==> config.mk <==
export PLATFORM = sky130hd
export DESIGN_NAME = interrupt_ctrl_flat
export DESIGN_NICKNAME = d
export VERILOG_FILES = /design/src/rtl/interrupt_ctrl_if.sv /design/src/rtl/interrupt_ctrl.sv /design/src/flat_wrapper.sv
export SDC_FILE = /design/constraint.sdc
export NUM_CORES = 1
export LEC_CHECK = 0
export ABC_AREA = 1
export BUFFER_PORTS_ARGS = -buffer_cell sky130_fd_sc_hd__clkbuf_2
export CAP_MARGIN = 25
export CELL_PAD_IN_SITES_DETAIL_PLACEMENT = 0
export CELL_PAD_IN_SITES_GLOBAL_PLACEMENT = 1
export CORE_MARGIN = 2
export CORE_UTILIZATION = 29
export DETAILED_ROUTE_END_ITERATION = 12
export PLACE_DENSITY = 0.79
export SLEW_MARGIN = 20
export SYNTH_ARGS = -nofsm -noshare
export SYNTH_HDL_FRONTEND = slang
export SYNTH_SLANG_ARGS = --single-unit
export TNS_END_PERCENT = 1
==> constraint.sdc <==
create_clock -name clockgb -period 1 [get_ports clockgb]
set_input_delay 0.1 -clock clockgb [delete_from_list [all_inputs] [get_ports clockgb]]
set_output_delay 0.1 -clock clockgb [all_outputs]
set_load 0.02 [all_outputs]
==> src/rtl/interrupt_ctrl_if.sv <==
// Memory-mapped bus bundle shared by the mmap blocks (OR-combined read data).
interface interrupt_ctrl_if;
  logic [15:0] address;
  logic [7:0]  indata;
  logic [7:0]  outdata;
  logic        load;
  logic        store;

  modport master (
    output address,
    output indata,
    output load,
    output store,
    input  outdata
  );

  modport slave (
    input  address,
    input  indata,
    input  load,
    input  store,
    output outdata
  );
endinterface

==> src/rtl/interrupt_ctrl.sv <==
// Interrupt controller: latches peripheral request pulses into IF (FF0F),
// holds the IE mask (FFFF) and the master enable IME, and runs the
// request/acknowledge/vector handshake with the CPU core.
module interrupt_ctrl #(
  parameter logic [15:0] IF_ADDR  = 16'hff0f,
  parameter logic [15:0] IE_ADDR  = 16'hffff,
  parameter logic [15:0] VEC_BASE = 16'h0040
) (
  input  logic                  clockgb,
  input  logic                  resetn,
  interrupt_ctrl_if.slave       bus,
  input  logic                  intv,
  input  logic                  intl,
  input  logic                  intt,
  input  logic                  ints,
  input  logic                  intj,
  input  logic                  ei,
  input  logic                  di,
  input  logic                  reti,
  input  logic                  iack,
  output logic                  irq,
  output logic [15:0]           ivector,
  output logic                  ivalid,
  output logic [4:0]            dif,
  output logic                  dime
);

  typedef enum logic {
    S_IDLE,
    S_DISPATCH
  } state_t;

  state_t      r_state;
  state_t      w_state_next;
  logic        w_dispatch;

  logic [4:0]  r_if;
  logic [7:0]  r_ie;
  logic        r_ime;
  logic        r_ime_delay;
  logic [15:0] r_ivector;
  logic        r_ivalid;

  logic [4:0]  w_req;
  logic        w_if_wsel;
  logic        w_ie_wsel;
  logic [4:0]  w_if_wr;
  logic [7:0]  w_ie_wr;
  logic [4:0]  w_pend;
  logic [4:0]  w_pend_ack;
  logic [2:0]  w_sel;
  logic        w_found;
  logic [4:0]  w_clr_mask;
  logic [4:0]  w_if_next;

  assign w_req     = {intj, ints, intt, intl, intv};
  assign w_if_wsel = bus.store && (bus.address == IF_ADDR);
  assign w_ie_wsel = bus.store && (bus.address == IE_ADDR);

  // Dispatch selection looks at IF/IE with this cycle's CPU store already
  // applied, so a same-cycle write of 0 cancels the dispatch (vector 0000).
  assign w_if_wr    = w_if_wsel ? bus.indata[4:0] : r_if;
  assign w_ie_wr    = w_ie_wsel ? bus.indata      : r_ie;
  assign w_pend_ack = w_if_wr & w_ie_wr[4:0];
  assign w_pend     = r_if & r_ie[4:0];

  // Lowest set pending bit wins; bit 0 (vblank) has highest priority.
  always_comb begin
    w_sel   = '0;
    w_found = 1'b0;
    for (int unsigned i = 0; i < 5; i++) begin
      if (w_pend_ack[i] && !w_found) begin
        w_sel   = 3'(i);
        w_found = 1'b1;
      end
    end
  end

  // One-hot clear of the bit being dispatched (none when cancelled).
  always_comb begin
    w_clr_mask = '0;
    if (w_dispatch && w_found) begin
      w_clr_mask[w_sel] = 1'b1;
    end
  end

  // Per-bit priority: hardware set > dispatch clear > CPU store.
  assign w_if_next = (w_if_wr & ~w_clr_mask) | w_req;

  // FSM state register.
  always_ff @(posedge clockgb or negedge resetn) begin
    if (!resetn) begin
      r_state <= S_IDLE;
    end else begin
      r_state <= w_state_next;
    end
  end

  // FSM next state and dispatch strobe.
  always_comb begin
    w_state_next = r_state;
    w_dispatch   = 1'b0;
    case (r_state)
      S_IDLE: begin
        if (iack) begin
          w_state_next = S_DISPATCH;
          w_dispatch   = 1'b1;
        end
      end
      S_DISPATCH: begin
        w_state_next = S_IDLE;
      end
      default: begin
        w_state_next = S_IDLE;
      end
    endcase
  end

  // IF and IE registers.
  always_ff @(posedge clockgb or negedge resetn) begin
    if (!resetn) begin
      r_if <= '0;
      r_ie <= '0;
    end else begin
      r_if <= w_if_next;
      r_ie <= w_ie_wr;
    end
  end

  // Master enable: dispatch and DI clear at once, RETI sets at once,
  // EI sets one cycle late through ime_delay (DI in between cancels it).
  always_ff @(posedge clockgb or negedge resetn) begin
    if (!resetn) begin
      r_ime       <= 1'b0;
      r_ime_delay <= 1'b0;
    end else if (w_dispatch || di) begin
      r_ime       <= 1'b0;
      r_ime_delay <= 1'b0;
    end else begin
      if (reti || r_ime_delay) begin
        r_ime <= 1'b1;
      end
      r_ime_delay <= ei;
    end
  end

  // Vector output: captured at the iack edge and held until the next dispatch.
  always_ff @(posedge clockgb or negedge resetn) begin
    if (!resetn) begin
      r_ivector <= '0;
      r_ivalid  <= 1'b0;
    end else begin
      r_ivalid <= w_dispatch;
      if (w_dispatch) begin
        r_ivector <= w_found ? (VEC_BASE + {10'b0, w_sel, 3'b000}) : '0;
      end
    end
  end

  // Combinational bus read; zero when not addressed so it can be OR-combined.
  always_comb begin
    bus.outdata = '0;
    if (bus.load && (bus.address == IF_ADDR)) begin
      bus.outdata = {3'b111, r_if};
    end else if (bus.load && (bus.address == IE_ADDR)) begin
      bus.outdata = r_ie;
    end
  end

  assign irq     = (r_state == S_IDLE) && r_ime && (|w_pend);
  assign ivector = r_ivector;
  assign ivalid  = r_ivalid;
  assign dif     = r_if;
  assign dime    = r_ime;

endmodule

==> src/flat_wrapper.sv <==
// flat-port wrapper written by rule: the top's interface ports become plain ports
module interrupt_ctrl_flat 
#(
  parameter logic [15:0] IF_ADDR  = 16'hff0f,
  parameter logic [15:0] IE_ADDR  = 16'hffff,
  parameter logic [15:0] VEC_BASE = 16'h0040
)
  (clockgb, resetn, intv, intl, intt, ints, intj, ei, di, reti, iack, irq, ivector, ivalid, dif, dime, bus_address, bus_indata, bus_load, bus_store, bus_outdata);
  interrupt_ctrl_if bus_i ();
  input  logic clockgb;
  input  logic resetn;
  input  logic intv;
  input  logic intl;
  input  logic intt;
  input  logic ints;
  input  logic intj;
  input  logic ei;
  input  logic di;
  input  logic reti;
  input  logic iack;
  output logic irq;
  output logic [15:0] ivector;
  output logic ivalid;
  output logic [4:0] dif;
  output logic dime;
  input wire logic [$bits(bus_i.address)-1:0] bus_address;
  input wire logic [$bits(bus_i.indata)-1:0] bus_indata;
  input wire logic [$bits(bus_i.load)-1:0] bus_load;
  input wire logic [$bits(bus_i.store)-1:0] bus_store;
  output wire logic [$bits(bus_i.outdata)-1:0] bus_outdata;
  assign bus_i.address = bus_address;
  assign bus_i.indata = bus_indata;
  assign bus_i.load = bus_load;
  assign bus_i.store = bus_store;
  assign bus_outdata = bus_i.outdata;
  interrupt_ctrl #(.IF_ADDR(IF_ADDR), .IE_ADDR(IE_ADDR), .VEC_BASE(VEC_BASE)) u_core (.clockgb(clockgb), .resetn(resetn), .bus(bus_i), .intv(intv), .intl(intl), .intt(intt), .ints(ints), .intj(intj), .ei(ei), .di(di), .reti(reti), .iack(iack), .irq(irq), .ivector(ivector), .ivalid(ivalid), .dif(dif), .dime(dime));
endmodule
==> impl_metrics.csv, run 1 <==
group,metric,value,unit
place,gpl.final_weighted_congestion,0.734,
die,design.die.area,5440,sq um
logic_synthesis,synth_largest_type_area_fraction,35.4,%
run_status,failing_checks,"setup timing",
cts,cts_sinks,20,
critical_path,crit_type,"reg -> out",
detailed_routing,drt_iter0_drc,34,
timing,worst_clock_skew,0.00168,ns
cts,clock_latency,0.26,ns
critical_path,worstPathArrival,1.33,ns
timing,setup_viol_count_final,25,
detailed_routing,vias,1433,
layout,post_route_cells_drive_above_1_share,65.4,%
grt,vias_in_the_first_global_route,1337,
timing,final_critical_path_setup_slack,-0.434,ns
power_and_ir_drop,power_density,744,nW/um^2
grt,pin_count_of_the_biggest_net_entering_global_routing,21,
timing,timing.slew.headroom,65.8,%
min_path,hold_start,"intj",
place,place.detailed.hpwl,2820,microns
min_path,hold_path.class,"in -> reg",
logic_synthesis,fraction_of_the_yosys_area_taken_by_sequential_cells,35.4,%
timing,rsz0062_at_grt,"true",
layout,area_growth,63.3,%
logic_synthesis,syn-instance-count,178,
logic_synthesis,yosysWarnings,0,
cts,htree_num_levels,1,
critical_path,timing.rr.start,"u_core.dif[2]$_DFF_PN0_",
die,num_ports,69,
power_and_ir_drop,power.internal,1.28,mW
layout,number_of_antenna_cells_inserted,0,
power_and_ir_drop,p_sw_share,25.5,%
cts,ctsLongestPathBuffers,2,
power_and_ir_drop,power.combinational.fraction,16.3,%
logic_synthesis,synth.cell_area,1410,sq um
die,fp.dieW,73.8,microns
detailed_routing,post-route-drc-count,0,
logic_synthesis,yosys_reg_bits,20,
cts,cts.clk_slew.worst_paths,0.07,ns
layout,final_nets,310,
power_and_ir_drop,power_switching,0.437,mW
run_status,result_of_the_run,"complete, but fails checks",
place,port_buffers,56,
timing,final.period_utilization,143,%
grt,grt_use_total,13.7,%
power_and_ir_drop,power.ir.vdd_worst,0.000655,V
cts,cts_inserted_buffers,3,
power_and_ir_drop,clock_power_share,35.8,%
critical_path,regToRegEndpoint,"u_core.dif[4]$_DFF_PN0_",
grt,total_global_routing_overflow,0,
detailed_routing,drtPass1Iterations,4,
logic_synthesis,syn-mean-instance-area,7.94,sq um
min_path,hold_ep,"u_core.dif[4]$_DFF_PN0_",
detailed_routing,detail_route.vias_per_cell,4.23,
timing,worst-slew-pin-transition,0.512,ns
grt,antenna_violations_before_repair,0,
timing,drv_slew,0,
cts,tritoncts,"done",
detailed_routing,postRouteAntennaNets,0,
logic_synthesis,yosys.cell_types.count,32,
critical_path,rrSetupSlack,-0.30,ns
die,die_h,73.8,microns
timing,fmax,0.697,GHz
detailed_routing,wirelength,3490,microns
die,placeableCoreArea,4720,sq um
power_and_ir_drop,total_leakage_power,1.18,nW
timing,timing.final.crit_period,1.43,ns
power_and_ir_drop,p_seq_share,47.8,%
die,rows,25,
timing,final_hold_viol_count,0,
run,drv_cap,0,
min_path,worst_hold_path.num_cells,2,
logic_synthesis,synth_area_leaders,"sky130_fd_sc_hd__dfrtp_1 (35%), sky130_fd_sc_hd__nand2_1 (12%), sky130_fd_sc_hd__nand2_2 (6.6%)",
critical_path,sort_of_element_at_the_start_of_the_critical_path,"flop",
grt,grt_pass1_wl,5820,microns
die,initial_utilization,29.9,%
detailed_routing,routedWlPerCell,10.3,microns
logic_synthesis,yosysTopAreaCell,"sky130_fd_sc_hd__dfrtp_1",
critical_path,crit_required,0.90,ns
critical_path,critPathMaxFanout,2,
critical_path,r2r.worst_path.cells,8,
layout,finalCoreUtilization,48.8,%
timing,timing.setup.tns,-5.29,ns
critical_path,endpoint_kind,"primary output",
cts,clk_root_buffer_cell,"sky130_fd_sc_hd__clkbuf_8",
[logic make-up after synthesis]
kind of cell	Yosys count	share of synthesized area [%]
other	1	0.265
muxes	3	2.39
buffers and inverters	32	13.3
and+or+nand+nor	109	42.5
AOI/OAI and AO/OA	13	6.11
DFF	20	35.4
[routing by layer]
metal	GRT usage, %	share of wire [%]	wire length (microns)
met1	18.1	45	1560
met2	23.1	50	1750
met3	2.88	4.8	167
met4	2.83	0.40	14
met5	0	0	0
[metrics by stage]
step	cells	power (mW)	hold slack [ns]	area, sq um	setup slack [ns]
4_1_cts	338	1.75	0.0138	2240	-0.485
3_3_place_gp	329	1.10	0.0944	2050	-0.616
6_report	339	1.72	0.0165	2310	-0.434
5_1_grt	339	1.82	0.0123	2310	-0.547
2_1_floorplan	189	0.994	-0.196	1560	-0.286
3_5_place_dp	329	1.11	0.102	2050	-0.595
[critical path, cell delays in order (launching register included)]
cell,delay (ns)
sky130_fd_sc_hd__dfrtp_1,0.40
sky130_fd_sc_hd__nand2_1,0.08
sky130_fd_sc_hd__o211ai_1,0.11
sky130_fd_sc_hd__a221oi_2,0.26
sky130_fd_sc_hd__nor3b_2,0.08
sky130_fd_sc_hd__buf_4,0.16
[area by class of cell]
| class | instances | area, sq um |
|---|---|---|
| Fill cell | 477 | 2420 |
| Multi-Input combinational cell | 137 | 921 |
| Timing Repair Buffer | 94 | 672 |
| Sequential cell | 20 | 503 |
| Tap cell | 67 | 83.8 |
| Inverter | 17 | 72.6 |
| Clock buffer | 4 | 55.1 |
[placed cells by master (no fill, tap or decap), drive strengths merged]
master       instances
nand2               68
clkbuf              51
buf                 46
dfrtp               20
inv                 16
nand3               15
nor2                13
conb                12
nand4                9
o21ai                7
mux2                 3
a21o                 2
o21bai               1
o32ai                1
clkinv               1
and2                 1
o211ai               1
a221oi               1
nor3b                1
or2                  1
nor3                 1
dlygate4sd3          1
[how the worst max path moves through the flow]
| stage | start | end | slack, ns | depth (start not counted) |
|---|---|---|---|---|
| after CTS | u_core.dif[3]$_DFF_PN0_ | irq | -0.48 | 5 |
| after detailed placement | bus_address[3] | u_core.dif[0]$_DFF_PN0_ | -0.59 | 15 |
| after global routing | u_core.r_ie[3]$_DFF_PN0_ | irq | -0.55 | 5 |
| after floorplan | bus_address[1] | u_core.dif[4]$_DFF_PN0_ | -0.29 | 12 |
| after global placement | bus_address[5] | u_core.dif[0]$_DFF_PN0_ | -0.62 | 15 |
| final | u_core.dif[4]$_DFF_PN0_ | irq | -0.43 | 5 |
[power by group through the flow]
stage	Sequential (mW)	Clock [mW]	Combinational, mW
after floorplan	0.845	0	0.149
after global placement	0.837	0	0.265
after detailed placement	0.837	0	0.269
after CTS	0.821	0.645	0.279
after global routing	0.822	0.686	0.309
final	0.821	0.615	0.280
[sequential cells by signal, indices dropped and copies added (netlist names)]
signal	flops
u_core.ivalid	1
u_core.dif	5
u_core.r_ime_delay	1
u_core.ivector	4
u_core.r_ie	8
u_core.dime	1
[cell usage after synthesis (all sizes together)]
library cell / instances
a21o: 2
a221oi: 1
and2: 1
buf: 13
clkbuf: 2
clkinv: 1
conb: 1
dfrtp: 20
inv: 16
mux2: 3
nand2: 68
nand3: 15
nand4: 9
nor2: 13
nor3: 1
nor3b: 1
o211ai: 1
o21ai: 7
o21bai: 1
o32ai: 1
or2: 1
[timing repair]
action	4_1_cts	5_1_grt
hold buffers	1	0
setup buffers	5	1
resized for setup	26	29
setup endpoints to repair	27	29
pin swaps	7	5
endpoints found under the hold margin	20	0
No activity file was read; power rests on OpenSTA's default activity.
==> run 2, diff against run 1 <==
- ABC_AREA: 1 -> 0
==> impl_metrics.csv, run 2 <==
group,metric,value,unit
critical_path,critical-path-top-delay-family,"simple AND/OR/NAND/NOR gates",
power_and_ir_drop,total_leakage_power,1.13,nW
logic_synthesis,yosysWarnings,0,
layout,fillerInstances,429,
die,die_h,70.8,microns
critical_path,sort_of_element_at_the_start_of_the_critical_path,"input pin",
layout,regMostFlops,"u_core.r_ie",
critical_path,critPathLaunch,"bus_address[3]",
layout,layoutNonFillerInstCount,283,
layout,number_of_antenna_cells_inserted,0,
detailed_routing,post-route-drc-count,0,
grt,pin_count_of_the_biggest_net_entering_global_routing,21,
logic_synthesis,synth_most_common_cell,"sky130_fd_sc_hd__dfrtp_1",
detailed_routing,drtPass1Iterations,4,
logic_synthesis,syn-mean-instance-area,9.96,sq um
place,gpl.final_weighted_congestion,0.822,
layout,final-seq-area,500,sq um
power_and_ir_drop,power.ir.vdd_worst,0.000547,V
timing,holdWs,0.0182,ns
place,place.detailed.hpwl,3070,microns
timing,final_critical_path_setup_slack,-0.607,ns
logic_synthesis,yosysTopAreaCell,"sky130_fd_sc_hd__dfrtp_1",
detailed_routing,detail_route.vias_per_cell,4.87,
place,dp_cells,277,
detailed_routing,vias,1379,
cts,cts_inserted_buffers,3,
layout,area_growth,69.3,%
die,num_ports,69,
cts,clock_latency,0.26,ns
detailed_routing,drt_iter0_drc,27,
die,initial_utilization,29.9,%
grt,vias_in_the_first_global_route,1382,
logic_synthesis,synth.cell_area,1290,sq um
grt,total_global_routing_overflow,0,
layout,largest_reg_flops,8,
min_path,worst_hold_path.num_cells,2,
critical_path,critical_path.cell_chain,"clkbuf_2, nand4_4, or4_4, nor3_4, o31ai_2, nor4b_1, o21bai_1",
grt,grt.met2_usage,29.6,%
grt,antenna_violations_before_repair,0,
cts,htree_num_levels,1,
min_path,hold_start,"di",
detailed_routing,postRouteAntennaNets,0,
run_status,result_of_the_run,"complete, but fails checks",
timing,drv_slew,0,
logic_synthesis,synth_largest_type_area_fraction,38.6,%
timing,worst_clock_skew,0.00994,ns
timing,worst-slew-pin-transition,0.516,ns
critical_path,crit_type,"in -> reg",
logic_synthesis,syn-instance-count,130,
power_and_ir_drop,power,1.74,mW
logic_synthesis,yosys.cell_types.count,43,
grt,grt_use_total,16.1,%
cts,cts_sinks,20,
timing,rsz0062_at_grt,"true",
place,port_buffers,56,
die,design.die.area,5020,sq um
layout,post_route_cells_drive_above_1_share,56.7,%
logic_synthesis,post_synth_edffs,0,
die,rows,24,
grt,grt_pass1_wl,6520,microns
critical_path,worst_path_slowest_cell,"sky130_fd_sc_hd__or4_4",
critical_path,endpoint_kind,"flop",
critical_path,timing.rr.start,"u_core.dif[3]$_DFF_PN0_",
timing,final_hold_viol_count,0,
logic_synthesis,fraction_of_the_yosys_area_taken_by_sequential_cells,38.6,%
layout,mostFrequentLayoutCells,"sky130_fd_sc_hd__clkbuf_2 (43), sky130_fd_sc_hd__buf_4 (34), sky130_fd_sc_hd__dfrtp_1 (20)",
critical_path,worstPathBufferInverterCount,1,
cts,ctsLongestPathBuffers,2,
critical_path,crit_required,1.14,ns
cts,tritoncts,"done",
die,fp.dieW,70.8,microns
logic_synthesis,synth-main-ff-cell,"sky130_fd_sc_hd__dfrtp_1",
run_status,failing_checks,"setup timing",
layout,final_common_cell,"sky130_fd_sc_hd__clkbuf_2",
critical_path,worstPathArrival,1.75,ns
detailed_routing,wirelength,4050,microns
die,placeableCoreArea,4320,sq um
logic_synthesis,yosys_reg_bits,20,
min_path,hold_path.class,"in -> reg",
grt,global_route.usage.met1,19.9,%
layout,multi_input_comb_area,820,sq um
run,drv_cap,0,
timing,timing.final.crit_period,1.61,ns
grt,groute.layer.met3.usage,3.70,%
critical_path,critical_path_depth,7,
timing,fmax,0.622,GHz
logic_synthesis,synth_area_leaders,"sky130_fd_sc_hd__dfrtp_1 (39%), sky130_fd_sc_hd__buf_4 (7.0%), sky130_fd_sc_hd__mux2_2 (6.1%)",
cts,clk_root_buffer_cell,"sky130_fd_sc_hd__clkbuf_8",
detailed_routing,routedWlPerCell,14.3,microns
critical_path,critPathMaxFanout,4,
critical_path,r2r.worst_path.cells,6,
timing,final.period_utilization,161,%
power_and_ir_drop,power_density,794,nW/um^2
logic_synthesis,synth_async_sr_flop_share,100,%
cts,cts.clk_slew.worst_paths,0.08,ns
timing,timing.slew.headroom,65.6,%
logic_synthesis,netlist_top_cells_count,"sky130_fd_sc_hd__dfrtp_1 (20), sky130_fd_sc_hd__buf_4 (12), sky130_fd_sc_hd__nand2_1 (9)",
critical_path,crit_path_max_incr_delay,0.59,ns
grt,top_usage_layer_grt,"met2",
timing,setup_viol_count_final,32,
layout,final_nets,269,
[run 2: kinds of logic (layout without fill, tap and decap cells)]
| group | count (synthesis) | after routing | share of synthesized area [%] |
|---|---|---|---|
| flops | 20 | 20 | 38.6 |
| mux | 12 | 12 | 10.0 |
| simple gates | 45 | 45 | 21.7 |
| compound gates | 36 | 36 | 21.2 |
| buf+inv | 16 | 106 | 8.12 |
| other cells | 1 | 12 | 0.290 |
[run 2: repair_timing]
item,4_1_cts,5_1_grt
gates cloned,0,0
gates resized for setup,30,20
buffers inserted,1,0
endpoints found under the setup margin,32,34
pin swaps,16,4
endpoints found under the hold margin,20,0
hold buffers,1,0
[run 2: metrics by stage]
step                      utilization (%)  area, sq um  setup WS (ns)  setup TNS [ns]
after floorplan                         -         1350         -0.795          -14.22
after global placement               44.1         1910         -0.912          -18.87
after detailed placement             44.1         1910         -0.931          -18.96
after CTS                            49.2         2130         -0.597          -14.07
after global routing                 50.7         2190         -0.687          -15.83
final                                50.7         2190         -0.607          -13.82
[run 2: area by class of cell]
| cell class | instances | area share (%) |
|---|---|---|
| timing repair buffer | 98 | 33.6 |
| sequential | 20 | 22.8 |
| multi-input combinational | 105 | 37.4 |
| tap | 52 | 2.97 |
| clock buffer | 4 | 2.51 |
| inverter | 4 | 0.685 |
[run 2: where the power goes]
| part | switching (mW) | total, mW | internal, mW |
|---|---|---|---|
| clock | 0.273 | 0.623 | 0.350 |
| combinational | 0.166 | 0.290 | 0.124 |
| sequential | 0.00670 | 0.828 | 0.821 |
[run 2: worst paths after layout]
kind	to	slack [ns]
max in group asynchronous	u_core.r_ie[3]$_DFF_PN0_	0.31
max reg2reg	u_core.ivector[5]$_DFFE_PN0P_	-0.54
min reg2reg	u_core.ivector[4]$_DFFE_PN0P_	0.48
min	u_core.dime$_DFFE_PN0P_	0.02
max	u_core.dif[4]$_DFF_PN0_	-0.61
min in group asynchronous	u_core.r_ie[0]$_DFF_PN0_	0.33
[run 2: per-layer routing]
layer	vias up	share of wire (%)
li1	675	-
met1	652	41
met2	52	52
met3	0	6.9
met4	0	0
met5	-	0
==> run 3, diff against run 2 <==
- clock period: 1 -> 1.3 ns (I/O delays scaled with it)
==> impl_metrics.csv, run 3 (same netlist as run 2, synthesis figures left out) <==
group,metric,value,unit
critical_path,most_common_cell_on_crit_path,"sky130_fd_sc_hd__nand2_2",
detailed_routing,routedWlPerCell,14.3,microns
power_and_ir_drop,power_density,620,nW/um^2
layout,largest_reg_flops,8,
power_and_ir_drop,power,1.33,mW
grt,grt_pass1_wl,6700,microns
layout,area_growth,64.9,%
detailed_routing,wl_met3,245,microns
run_status,result_of_the_run,"complete, but fails checks",
place,gpl.final_weighted_congestion,0.795,
timing,final_critical_path_setup_slack,-0.356,ns
critical_path,endpoint_kind,"flop",
critical_path,r2r.worst_path.cells,5,
detailed_routing,post-route-drc-count,0,
layout,fillerInstances,420,
grt,vias_in_the_first_global_route,1383,
layout,regMostFlops,"u_core.r_ie",
critical_path,timing.rr.start,"u_core.dif[1]$_DFF_PN0_",
cts,ctsLongestPathBuffers,2,
cts,cts.clk_slew.worst_paths,0.07,ns
power_and_ir_drop,total_leakage_power,1.10,nW
place,place.detailed.hpwl,3120,microns
die,placeableCoreArea,4320,sq um
detailed_routing,wl_met1,1700,microns
grt,antenna_violations_before_repair,0,
layout,final_common_cell,"sky130_fd_sc_hd__clkbuf_2",
critical_path,rrSetupSlack,-0.24,ns
layout,stdcell_area,2140,sq um
cts,clock_latency,0.26,ns
grt,pin_count_of_the_biggest_net_entering_global_routing,21,
layout,post_route_cells_drive_above_1_share,55.9,%
critical_path,worst_path_slowest_cell,"sky130_fd_sc_hd__or4_4",
die,initial_utilization,29.9,%
die,fp.dieW,70.8,microns
timing,worst-slew-pin-transition,0.528,ns
detailed_routing,routed-wl-met2,2060,microns
place,port_buffers,56,
timing,drv_slew,0,
timing,timing.final.crit_period,1.66,ns
cts,htree_num_levels,1,
layout,finalCoreUtilization,49.4,%
cts,clk_root_buffer_cell,"sky130_fd_sc_hd__clkbuf_8",
detailed_routing,drtPass1Iterations,4,
run,drv_cap,0,
timing,final_hold_viol_count,0,
die,num_ports,69,
min_path,hold_start,"di",
timing,setup_viol_count_final,26,
grt,grt_use_total,16.5,%
detailed_routing,drt_iter0_drc,66,
place,detailed_place.area,1890,sq um
critical_path,critical_path.cell_chain,"clkbuf_2, or4_4, nand2_2, nand2_2, a32o_2, or3_1, o31ai_2",
run_status,failing_checks,"setup timing",
timing,final.period_utilization,127,%
detailed_routing,postRouteAntennaNets,0,
timing,rsz0062_at_grt,"true",
critical_path,crit_required,1.47,ns
layout,mostFrequentLayoutCells,"sky130_fd_sc_hd__clkbuf_2 (47), sky130_fd_sc_hd__buf_4 (36), sky130_fd_sc_hd__dfrtp_1 (20)",
timing,holdWs,0.0382,ns
layout,layoutNonFillerInstCount,281,
power_and_ir_drop,power.ir.vdd_worst,0.000543,V
timing,worst_clock_skew,0.00212,ns
layout,final_nets,267,
critical_path,sort_of_element_at_the_start_of_the_critical_path,"input pin",
place,dp_cells,275,
detailed_routing,wirelength,4010,microns
layout,number_of_antenna_cells_inserted,0,
die,design.die.area,5020,sq um
min_path,hold_path.class,"in -> reg",
min_path,worst_hold_path.num_cells,2,
detailed_routing,vias,1392,
die,die_h,70.8,microns
grt,total_global_routing_overflow,0,
critical_path,regToRegEndpoint,"u_core.ivector[5]$_DFFE_PN0P_",
critical_path,worstPathArrival,1.83,ns
min_path,hold_ep,"u_core.r_ime_delay$_DFF_PN0_",
detailed_routing,detail_route.vias_per_cell,4.95,
timing,timing.slew.headroom,64.8,%
critical_path,crit_path_max_incr_delay,0.58,ns
critical_path,crit_type,"in -> reg",
detailed_routing,top_signal_layer_used,"met4",
timing,fmax,0.604,GHz
critical_path,critPathMaxFanout,6,
die,rows,24,
cts,cts_inserted_buffers,3,
cts,cts_sinks,20,
cts,tritoncts,"done",
==> run 3: cell types whose count changed in the layout (fill, tap and decap cells not counted), moves of 2 or more <==
cell | previous run | this run
sky130_fd_sc_hd__buf_8 | 3 | 0
sky130_fd_sc_hd__buf_6 | 9 | 4
sky130_fd_sc_hd__buf_4 | 34 | 36
sky130_fd_sc_hd__clkbuf_2 | 43 | 47
==> run 3: per-stage QoR <==
step	setup TNS, ns	setup slack (ns)
6_report	-6.50	-0.356
5_1_grt	-8.19	-0.429
4_1_cts	-6.24	-0.346
3_5_place_dp	-12.33	-0.659
3_3_place_gp	-12.18	-0.646
2_1_floorplan	-7.48	-0.525
==> run 3: cell type report <==
type | count | area (sq um) | share of cell area, %
timing repair buffer | 96 | 671 | 31.4
sequential | 20 | 500 | 23.4
inverter | 4 | 15.0 | 0.703
multi-input combinational | 105 | 830 | 38.8
clock buffer | 4 | 55.1 | 2.58
tap | 52 | 65.1 | 3.05
==> run 3: repair_timing <==
action | CTS | global route
hold buffers | 1 | 0
buffers inserted | 1 | 0
hold endpoints to repair | 20 | 0
resized for setup | 30 | 10
pin swaps | 15 | 3
setup endpoints to repair | 26 | 26
==> run 3: how the worst max path moves through the flow <==
stage / from / slack, ns / end
floorplan: bus_address[8] / -0.52 / u_core.dif[0]$_DFF_PN0_
global placement: bus_address[8] / -0.65 / u_core.dif[3]$_DFF_PN0_
detailed placement: bus_address[7] / -0.66 / u_core.ivector[5]$_DFFE_PN0P_
CTS: bus_address[14] / -0.35 / bus_outdata[0]
global route: bus_address[14] / -0.43 / bus_outdata[1]
finish: bus_address[4] / -0.36 / u_core.ivector[5]$_DFFE_PN0P_
==> run 3: where the power goes <==
part,internal [mW],switching [mW]
sequential,0.632,0.00514
clock,0.270,0.201
combinational,0.0913,0.126
total,0.992,0.333
==> run 3: metal layers <==
layer  global-route usage [%]  vias up
met4                     1.68        0
met5                        0        -
met2                     29.1       48
met1                     21.0      666
met3                     4.42        2
li1                         -      676
==> run 3: critical path: cells and delay by family <==
kind            cells  cell delay [ns]
compound gates      2             0.48
buf+inv             1             0.09
simple gates        4             1.12
